$ cat config.mk
export PLATFORM = sky130hd
export DESIGN_NAME = lock_code_sender_flat
export DESIGN_NICKNAME = d
export VERILOG_FILES = /design/src/rtl/lock_code_sender_if.sv /design/src/rtl/lock_code_sender.sv /design/src/flat_wrapper.sv
export SDC_FILE = /design/constraint.sdc
export NUM_CORES = 1
export LEC_CHECK = 0
export CAP_MARGIN = 20
export CORE_MARGIN = 1
export CORE_UTILIZATION = 40
export DETAILED_ROUTE_END_ITERATION = 8
export HOLD_SLACK_MARGIN = 0.1
export PLACE_DENSITY_LB_ADDON = 0.08
export SLEW_MARGIN = 5
export SYNTH_ARGS = -nofsm -noshare
export SYNTH_HDL_FRONTEND = slang
export SYNTH_SLANG_ARGS = --single-unit
$ cat constraint.sdc
create_clock -name clk -period 3.6 [get_ports clk]
set_clock_uncertainty 0.2 [all_clocks]
set_input_delay 0.72 -clock clk [delete_from_list [all_inputs] [get_ports clk]]
set_output_delay 0.72 -clock clk [all_outputs]
set_load 0.05 [all_outputs]
$ cat src/rtl/lock_code_sender_if.sv
// Digit handshake and lock status between the code sender and the lock.
interface lock_code_sender_if;
    logic [3:0] in_seq;
    logic       seq_valid;
    logic       seq_ready;
    logic [3:0] unlock;

    modport master (
        output in_seq,
        output seq_valid,
        input  seq_ready,
        input  unlock
    );

    modport slave (
        input  in_seq,
        input  seq_valid,
        output seq_ready,
        output unlock
    );
endinterface

$ cat src/rtl/lock_code_sender.sv
// Sends a latched four-digit code to a lock, waits for its verdict
// and locks out after too many consecutive failures.
module lock_code_sender #(
    parameter int RESP_TIMEOUT = 8,
    parameter int MAX_FAILS    = 3
) (
    input  logic               clk,
    input  logic               rst,
    input  logic               start,
    input  logic [15:0]        code,
    input  logic               clear_lockout,
    lock_code_sender_if.master lk,
    output logic               busy,
    output logic               done,
    output logic               granted,
    output logic [1:0]         fail_cnt,
    output logic               locked_out
);
    localparam logic [7:0] TO = 8'(RESP_TIMEOUT);
    localparam logic [1:0] MF = 2'(MAX_FAILS);

    typedef enum logic [1:0] {
        IDLE,
        SEND,
        WAIT_RESP,
        LOCKOUT
    } state_t;

    state_t      state_q, state_d;
    logic [15:0] code_q, code_d;
    logic [1:0]  idx_q, idx_d;
    logic [7:0]  timer_q, timer_d;
    logic [1:0]  fail_q, fail_d;
    logic        granted_q, granted_d;
    logic        done_q, done_d;
    logic        busy_q, busy_d;
    logic        lock_q, lock_d;
    logic        valid_q, valid_d;
    logic [3:0]  seq_q, seq_d;

    always_comb begin
        state_d   = state_q;
        code_d    = code_q;
        idx_d     = idx_q;
        timer_d   = timer_q;
        fail_d    = fail_q;
        granted_d = granted_q;
        done_d    = 1'b0;
        unique case (state_q)
            IDLE: begin
                if (start) begin
                    code_d    = code;
                    idx_d     = 2'd0;
                    timer_d   = 8'd0;
                    granted_d = 1'b0;
                    state_d   = SEND;
                end
            end
            SEND: begin
                if (valid_q && lk.seq_ready) begin
                    if (idx_q == 2'd3) begin
                        timer_d = 8'd0;
                        state_d = WAIT_RESP;
                    end else begin
                        idx_d = idx_q + 2'd1;
                    end
                end
            end
            WAIT_RESP: begin
                // A grant seen on the last allowed cycle still counts.
                if (lk.unlock == 4'b1111) begin
                    granted_d = 1'b1;
                    fail_d    = 2'd0;
                    done_d    = 1'b1;
                    state_d   = IDLE;
                end else if (timer_q + 8'd1 == TO) begin
                    granted_d = 1'b0;
                    done_d    = 1'b1;
                    fail_d    = (fail_q >= MF) ? MF : fail_q + 2'd1;
                    state_d   = (fail_d == MF) ? LOCKOUT : IDLE;
                end else begin
                    timer_d = timer_q + 8'd1;
                end
            end
            LOCKOUT: begin
                if (clear_lockout) begin
                    fail_d  = 2'd0;
                    state_d = IDLE;
                end
            end
            default: state_d = IDLE;
        endcase
        busy_d  = (state_d == SEND) || (state_d == WAIT_RESP);
        lock_d  = (state_d == LOCKOUT);
        valid_d = (state_d == SEND);
        seq_d   = valid_d ? code_d[{idx_d, 2'b00} +: 4] : 4'd0;
    end

    always_ff @(posedge clk) begin
        if (rst) begin
            state_q   <= IDLE;
            code_q    <= 16'd0;
            idx_q     <= 2'd0;
            timer_q   <= 8'd0;
            fail_q    <= 2'd0;
            granted_q <= 1'b0;
            done_q    <= 1'b0;
            busy_q    <= 1'b0;
            lock_q    <= 1'b0;
            valid_q   <= 1'b0;
            seq_q     <= 4'd0;
        end else begin
            state_q   <= state_d;
            code_q    <= code_d;
            idx_q     <= idx_d;
            timer_q   <= timer_d;
            fail_q    <= fail_d;
            granted_q <= granted_d;
            done_q    <= done_d;
            busy_q    <= busy_d;
            lock_q    <= lock_d;
            valid_q   <= valid_d;
            seq_q     <= seq_d;
        end
    end

    assign lk.in_seq    = seq_q;
    assign lk.seq_valid = valid_q;
    assign busy         = busy_q;
    assign done         = done_q;
    assign granted      = granted_q;
    assign fail_cnt     = fail_q;
    assign locked_out   = lock_q;
endmodule

$ cat src/flat_wrapper.sv
// flat-port wrapper written by rule: the top's interface ports become plain ports
module lock_code_sender_flat 
#(
    parameter int RESP_TIMEOUT = 8,
    parameter int MAX_FAILS    = 3
)
  (clk, rst, start, code, clear_lockout, busy, done, granted, fail_cnt, locked_out, lk_in_seq, lk_seq_valid, lk_seq_ready, lk_unlock);
  lock_code_sender_if lk_i ();
  input  logic clk;
  input  logic rst;
  input  logic start;
  input  logic [15:0] code;
  input  logic clear_lockout;
  output logic busy;
  output logic done;
  output logic granted;
  output logic [1:0] fail_cnt;
  output logic locked_out;
  output wire logic [$bits(lk_i.in_seq)-1:0] lk_in_seq;
  output wire logic [$bits(lk_i.seq_valid)-1:0] lk_seq_valid;
  input wire logic [$bits(lk_i.seq_ready)-1:0] lk_seq_ready;
  input wire logic [$bits(lk_i.unlock)-1:0] lk_unlock;
  assign lk_in_seq = lk_i.in_seq;
  assign lk_seq_valid = lk_i.seq_valid;
  assign lk_i.seq_ready = lk_seq_ready;
  assign lk_i.unlock = lk_unlock;
  lock_code_sender #(.RESP_TIMEOUT(RESP_TIMEOUT), .MAX_FAILS(MAX_FAILS)) u_core (.clk(clk), .rst(rst), .start(start), .code(code), .clear_lockout(clear_lockout), .lk(lk_i), .busy(busy), .done(done), .granted(granted), .fail_cnt(fail_cnt), .locked_out(locked_out));
endmodule
## Word level (Yosys, flattened, before mapping)

Cells that the tools add are included.

| operators by class | value |
|---|---|
| shift operators | 1 |
| eq/ne operators | 17 |
| order comparisons | 1 |
| add/subtract/negate cells | 3 |
| bitwise gates (word level) | 2 |
| muxes and demuxes | 31 |
| reductions and logical operators | 11 |

Operator list:

| cell | count |
|---|---|
| two-way mux 8 bit | 5 |
| two-way mux 16 bit | 2 |
| two-way mux 2 bit | 14 |
| one-hot mux 8 bit (3 select lines) | 1 |
| variable part select 16 x 5 -> 4 bit | 1 |
| equality test 2 bit, second input constant | 6 |
| adder 8 x 1 -> 8 bit, second input constant | 1 |
| equality test 8 x 4 -> 1 bit, second input constant | 1 |
| != test 2 bit, second input constant | 4 |
| one-hot mux 2 bit (2 select lines) | 2 |
| one-hot mux 2 bit (4 select lines) | 1 |
| AND reduction 3 bit | 2 |
| AND reduction 6 bit | 1 |
| two-way mux 1 bit | 5 |
| adder 2 x 1 -> 2 bit, second input constant | 2 |
| equality test 2 x 1 -> 1 bit, second input constant | 2 |
| equality test 4 bit, second input constant | 1 |
| != test 2 x 1 -> 1 bit, second input constant | 2 |
| nonzero test 2 bit | 2 |
| OR reduction 2 bit | 2 |
| != test 3 x 1 -> 1 bit, second input constant | 1 |
| nonzero test 3 bit | 1 |
| >= comparator 2 bit, second input constant | 1 |
| zero test 2 bit | 1 |
| other kinds (4) | 5 |

| word-level totals | value |
|---|---|
| input port bits | 25 |
| output and inout bits | 11 |
| register bits after elaboration | 39 |

## Longest topological paths before layout

Gate-level depths: netlist (run 1).

| logic depth | value |
|---|---|
| depth after elaboration | 10 |
| gate-level depth with buffers | 11 |
| gate-level depth less buffers | 11 |

## Worst setup path before layout (run 1)

OpenSTA, ideal clock, no wires.

| path | value |
|---|---|
| path type | register to register |
| start point | register u_core.timer_q[0] |
| end point | register u_core.seq_q[3] (netlist: u_core.lk.in_seq[3]) |
| stages on the path, launching flop included | 11 |
| arrival time | 2.575 ns |
| clock period less this slack | 2.835 ns |
| setup time | 0.060 ns |
| setup slack | 0.765 ns |
| path buffers | 0 |
| cells stage by stage | dfxtp_1 > ha_1 > or4b_1 > o21ai_2 > nand4_1 > o21ai_2 > and2_1 > ha_1 > nor2b_1 > a21boi_0 > a22o_1 |

| between the ends | value |
|---|---|
| cells in the longest elaborated chain, start to end | 8 |

Ends and longest elaborated chain:

| what | RTL line | text |
|---|---|---|
| start, declared | lock_code_sender.sv:32 | `logic [7:0] timer_q, timer_d;` |
| start signal, assigned | lock_code_sender.sv:116 | `timer_q <= timer_d;` |
| adder 8 x 1 -> 8 bit | lock_code_sender.sv:76 | `end else if (timer_q + 8'd1 == TO) begin` |
| equality test 8 x 4 -> 1 bit | lock_code_sender.sv:76 |  |
| two-way mux 2 bit | lock_code_sender.sv:76 |  |
| two-way mux 2 bit | lock_code_sender.sv:71 | `if (lk.unlock == 4'b1111) begin` |
| one-hot mux 2 bit (4 select lines) | lock_code_sender.sv:49 | `unique case (state_q)` |
| equality test 2 x 1 -> 1 bit | lock_code_sender.sv:95 | `valid_d = (state_d == SEND);` |
| net u_core.valid_d | lock_code_sender.sv:38 | `logic valid_q, valid_d;` |
| NOT 1 bit (no line) | - |  |
| OR reduction 2 bit (no line) | - |  |
| end signal, assigned | lock_code_sender.sv:123 | `seq_q <= seq_d;` |
| end, declared | lock_code_sender.sv:39 | `logic [3:0] seq_q, seq_d;` |

The timed path passes the listed nets, and every way through them passes these cells.
A chain may end at the register's enable or synchronous reset.

## Worst setup path after layout (run 1)

| path | value |
|---|---|
| start point | register u_core.timer_q[0] |
| end point | register u_core.seq_q[2] (netlist: u_core.lk.in_seq[2]) |

| between the ends | value |
|---|---|
| cells in the longest elaborated chain, start to end | 8 |

Ends and longest elaborated chain:

| what | RTL line | text |
|---|---|---|
| adder 8 x 1 -> 8 bit | lock_code_sender.sv:76 |  |
| equality test 8 x 4 -> 1 bit | lock_code_sender.sv:76 |  |
| two-way mux 2 bit | lock_code_sender.sv:76 |  |
| two-way mux 2 bit | lock_code_sender.sv:71 |  |
| one-hot mux 2 bit (4 select lines) | lock_code_sender.sv:49 |  |
| net u_core.state_d[0] | lock_code_sender.sv:29 | `state_t state_q, state_d;` |
| equality test 2 x 1 -> 1 bit | lock_code_sender.sv:95 |  |
| net u_core.valid_d | lock_code_sender.sv:38 |  |
| NOT 1 bit (no line) | - |  |
| OR reduction 2 bit (no line) | - |  |

The timed path passes the listed nets, and every way through them passes these cells.

==> flow_summary.yaml, run 1 <==
outcome:
  outcome: "finished, violations left"
  violations: "DRC"
setup_path:
  worstSetupEndpointType: "flop"
  worst_ep_required_time_ns: 3.64
  worstPathMaxFanout: 7
  crit_arrival_ns: 3.12
  critPathLaunchType: "flop"
  path_class: "reg2reg"
detailed_routing:
  vias: 1784
  drc: 3
  drt_first_pass_iters: 6
  viasPerCell: 5.52
  wire_per_inst_microns: 13.7
  final_antenna_net_count: 0
  drt_wl_total_mm: 4.44
  drtIter0Drc: 80
die:
  ioPinCount: 36
  die-area_sq_um: 5090
  coreArea_sq_um: 4470
  num_rows: 24
  initial_utilization_pct: 43.0
  chipHeight_microns: 71.3
  die_w_microns: 71.3
clock_network:
  hold_buffers: 0
  clk_latency_ns: 0.29
  clockRootBuffer: "clkbuf_8"
  cts_resized: 0
  h-tree-depth: 2
  post_cts_buffers: 0
  clk_pin_slew_ns: 0.07
  cts_buffers: 5
  cts.sinks: 39
  cts_tree: "done"
  clock_path_buffers: 2
run:
  maxCapViolations: 0
worst_hold_path:
  hold_class: "reg2reg"
logic_synthesis:
  netlist_instances: 236
  yosysSeqAreaShare_pct: 40.6
  synth_edf_count: 0
  synthArstFlopShare_pct: 0
  ys_ff_latch: 39
  ys_types: 46
  synth_nets: 265
  synth_ff_type: "dfxtp_1"
  synth_area_sq_um: 1920
  ys_warn_count: 0
  postSynthAreaPerCell_sq_um: 8.14
cells_and_area:
  fin_nets: 300
  layout_common_cells: "nand2_1, dfxtp_1, clkdlybuf4s50_1"
  stdcell_count: 323
  layout_commonest_cell: "nand2_1"
  area_delta_synth_final_pct: 25.7
  n_antenna_cell: 0
  layout-drive-gt1-share_pct: 9.59
sta:
  rsz0062_at_grt: "false"
  finalSetupTns_ns: 0
  finalSetupViolations: 0
  timing.final.ws_setup_ns: 0.519
  fmax_mhz: 325
  drv_slew: 0
  hold_viol: 0
  fin_crit_sh_pct: 85.6
  maxSlewHeadroom_pct: 58.2
  tightestPinTransition_ns: 0.626
  post-route-min-period_ns: 3.08
placed_design:
  portBuffers: 35
  dpl.cell_count: 316
  dpl.hpwl_mm: 3.15
  dp_slack_ns: 0.338
  gp_congestion: 0.825
power:
  p_leak_nw: 0.879
  p_per_area_nw_per_um2: 358
  ir_drop_v: 0.000275
grt:
  grt-ovfl-total: 0
  grt_max_degree: 26
  grt_pass1_vias: 1633
  track_usage_pct: 18.4
  antenna_found_initial: 0
  grt_pass1_wl_mm: 7.39
-- final timing paths --
check               startpoint             endpoint  slack (ns)  cells after the start
max          u_core.timer_q[0]  u_core.lk.in_seq[2]        0.52                     10
min           u_core.code_q[8]     u_core.code_q[8]        0.25                      2
max reg2reg  u_core.timer_q[0]  u_core.lk.in_seq[2]        0.52                     10
min reg2reg   u_core.code_q[8]     u_core.code_q[8]        0.25                      2
-- where the power goes --
group / internal (mW) / switching, mW / total, mW / leakage [nW]
Clock: 0.150 / 0.152 / 0.303 / 0.0470
Sequential: 0.446 / 0.00886 / 0.455 / 0.318
Combinational: 0.0504 / 0.0577 / 0.108 / 0.514
Total: 0.647 / 0.219 / 0.866 / 0.879
-- cells by family (layout without fill, tap and decap cells) --
| family | Yosys count | after routing | share of synthesized area (%) |
|---|---|---|---|
| compound gates | 64 | 64 | 20.6 |
| xor+xnor | 2 | 2 | 0.912 |
| fa+ha+maj | 4 | 4 | 2.60 |
| buf+inv | 16 | 51 | 3.52 |
| flops | 39 | 39 | 40.6 |
| mux | 10 | 10 | 5.47 |
| simple gates | 101 | 101 | 26.3 |
-- per-layer routing --
layer	share of wire (%)	vias up	track usage, %
li1	-	907	-
met4	0.61	0	5.33
met1	51	847	25.1
met3	3.8	2	5.34
met2	45	28	28.4
met5	0	-	0
-- per-stage QoR --
| stage | total power [mW] | hold WS, ns | area, sq um | utilization, % |
|---|---|---|---|---|
| 2_1_floorplan | 0.525 | 0.236 | 1920 | - |
| 3_3_place_gp | 0.573 | 0.241 | 2330 | 52.0 |
| 3_5_place_dp | 0.573 | 0.246 | 2330 | 52.0 |
| 4_1_cts | 0.875 | 0.257 | 2420 | 54.0 |
| 5_1_grt | 0.908 | 0.273 | 2420 | 54.0 |
| 6_report | 0.866 | 0.254 | 2420 | 54.0 |
-- worst max-delay path, cell delays in order (launching register included) --
cell and delay, ns:
dfxtp_1 0.38, ha_1 0.31, or4b_1 0.50, o21ai_2 0.09, and4_4 0.28, a31oi_1 0.11
nor2_1 0.18, ha_1 0.17, nor2b_1 0.17, a21boi_0 0.44, a22o_1 0.19
-- cell usage after synthesis, types with 2 or more instances --
| library cell | count | area, sq um |
|---|---|---|
| inv_1 | 2 | 7.51 |
| clkbuf_1 | 7 | 26.3 |
| nor2b_1 | 3 | 18.8 |
| nand4b_1 | 3 | 26.3 |
| o21ai_2 | 2 | 17.5 |
| a31oi_1 | 4 | 25.0 |
| nor3_1 | 5 | 25.0 |
| and4_1 | 2 | 17.5 |
| nand3_1 | 3 | 15.0 |
| and2_1 | 4 | 25.0 |
| a21oi_1 | 28 | 140 |
| nor2_1 | 16 | 60.1 |
| ha_1 | 4 | 50.1 |
| mux2i_1 | 9 | 90.1 |
| nand4_1 | 4 | 25.0 |
| nand2_1 | 48 | 180 |
| dfxtp_1 | 39 | 781 |
| nand2b_1 | 3 | 18.8 |
| xnor2_1 | 2 | 17.5 |
| nand3_2 | 2 | 20.0 |
| buf_2 | 3 | 15.0 |
| o21ai_0 | 5 | 25.0 |
| inv_2 | 2 | 7.51 |
| nand3b_1 | 3 | 22.5 |
| o21ai_1 | 9 | 45.0 |
| a22o_1 | 4 | 35.0 |
-- final cells by class --
class,count,area (sq um)
clock buffers,6,82.6
well taps,52,65.1
flip-flops and latches,39,781
clock inverters,1,5.00
repair buffers,40,388
multi-input cells,181,1080
inverters,4,15.0
fillers,442,2060
-- flip-flops by register name, indices dropped and copies added, names as in the netlist --
register             flops
u_core.state_q           2
u_core.idx_q             2
u_core.code_q           16
u_core.granted           1
u_core.timer_q           8
u_core.done              1
u_core.lk.in_seq         4
u_core.busy              1
u_core.lk.seq_valid      1
u_core.fail_cnt          2
u_core.locked_out        1
(Power assumes the default switching activity.)
==> run 2, diff against run 1 <==
RECOVER_POWER = 100   (was not set)
clock period = 3.69 ns   (was 3.6 ns; I/O delays follow)
==> flow_summary.yaml, run 2 (same netlist as run 1, synthesis figures left out) <==
cells_and_area:
  layout_common_cells: "nand2_1, dfxtp_1, a21oi_1"
  fin_nets: 299
  largest_reg_flops: 16
  fillers: 456
  n_antenna_cell: 0
  top_register: "u_core.code_q"
  layout-drive-gt1-share_pct: 7.38
  stdcell_count: 323
  area_delta_synth_final_pct: 24.3
  layout_commonest_cell: "nand2_1"
sta:
  finalSetupViolations: 0
  tightestPinTransition_ns: 1.10
  drv_slew: 0
  hold_viol: 0
  finalSetupTns_ns: 0
  holdWs_ns: 0.256
  post-route-min-period_ns: 3.18
  maxSlewHeadroom_pct: 26.6
  fmax_mhz: 315
  fin_crit_sh_pct: 86.0
  rsz0062_at_grt: "false"
grt:
  grt_util_met1_pct: 25.3
  grt.met2_usage_pct: 26.3
  grt_max_degree: 26
  grt_pass1_wl_mm: 7.07
  grt_pass1_vias: 1505
  top_usage_layer: "met2"
  globalRouteMet3Util_pct: 4.78
  track_usage_pct: 17.8
  grt-ovfl-total: 0
  antenna_found_initial: 0
clock_network:
  clk_pin_slew_ns: 0.08
  cts_tree: "done"
  cts_resized: 0
  cts.sinks: 39
  cts_buffers: 5
  clk_latency_ns: 0.30
  post_cts_buffers: 0
  h-tree-depth: 2
  clockRootBuffer: "clkbuf_8"
  hold_buffers: 0
  clock_path_buffers: 2
power:
  ir_drop_v: 0.000178
  p_leak_nw: 0.892
  p_per_area_nw_per_um2: 351
placed_design:
  gp_congestion: 0.809
  dpl.cell_count: 315
  portBuffers: 35
  dpl.hpwl_mm: 3.01
die:
  initial_utilization_pct: 43.0
  die_w_microns: 71.3
  chipHeight_microns: 71.3
  coreArea_sq_um: 4470
  die-area_sq_um: 5090
  num_rows: 24
  ioPinCount: 36
detailed_routing:
  drc: 3
  drt_first_pass_iters: 7
  drt_wl_total_mm: 4.24
  drtIter0Drc: 74
  vias: 1719
  viasPerCell: 5.32
  final_antenna_net_count: 0
  wire_per_inst_microns: 13.1
setup_path:
  crit_arrival_ns: 3.21
  critPathLaunchType: "flop"
  worstPathMaxFanout: 7
  worst_ep_required_time_ns: 3.73
  worstSetupEndpointType: "flop"
  path_class: "reg2reg"
run:
  maxCapViolations: 0
outcome:
  outcome: "finished, violations left"
  violations: "DRC"
worst_hold_path:
  hold_class: "reg2reg"
==> run 2: cell types whose count changed in the layout (fill, tap and decap cells not counted), moves of 2 or more <==
cell             delta
clkdlybuf4s50_1    -13
dlygate4sd3_1      +13
clkbuf_1            +3
buf_4               -3
o21ai_0             +2
==> run 2: stage by stage <==
stage / setup WS (ns) / instance area (sq um) / total power [mW] / util (%)
CTS: 0.632 / 2410 / 0.847 / 53.8
floorplan: 0.855 / 1920 / 0.512 / -
global placement: 0.525 / 2320 / 0.558 / 51.9
detailed placement: 0.440 / 2320 / 0.558 / 51.9
global route: 0.296 / 2390 / 0.877 / 53.4
finish: 0.515 / 2390 / 0.838 / 53.4
==> run 2: power by group <==
group,switching (mW),internal (mW),total (mW)
sequential,0.00809,0.435,0.443
clock,0.161,0.132,0.293
combinational,0.0559,0.0464,0.102
total,0.225,0.614,0.838
==> run 2: path summary, 6_finish.rpt <==
check | startpoint | endpoint | slack, ns | depth (start not counted)
hold reg to reg | u_core.code_q[5] | u_core.code_q[5] | 0.26 | 2
hold / removal | u_core.code_q[5] | u_core.code_q[5] | 0.26 | 2
setup reg to reg | u_core.timer_q[0] | u_core.lk.in_seq[2] | 0.51 | 10
setup / recovery | u_core.timer_q[0] | u_core.lk.in_seq[2] | 0.51 | 10
==> run 2: final cells by class <==
class	count	area, sq um	share of cell area [%]
clock inverters	2	12.5	0.524
inverters	4	15.0	0.629
clock buffers	6	72.6	3.04
well taps	52	65.1	2.72
repair buffers	39	373	15.6
flip-flops and latches	39	781	32.7
multi-input cells	181	1070	44.8
==> run 2: critical path, cell delays in order, from the launching register on <==
cell and delay [ns]:
dfxtp_1 0.39, ha_1 0.31, or4b_1 0.47, o21ai_0 0.14, and4_1 0.35, a31oi_1 0.13
nor2_1 0.16, ha_1 0.18, nor2b_1 0.18, a21boi_0 0.42, a22o_1 0.19
==> run 2: per-layer routing <==
layer  share of wire (%)  up-vias  wire [microns]
met4                 1.3        0              57
li1                    -      905               -
met3                 3.6        6             151
met5                   0        -               0
met2                  43       28            1830
met1                  52      780            2200
==> run 3, diff against run 2 <==
SKIP_LAST_GASP = 1   (was not set)
==> results of run 3 <==
The final DEF is identical to that of run 2; final timing and power are the same.
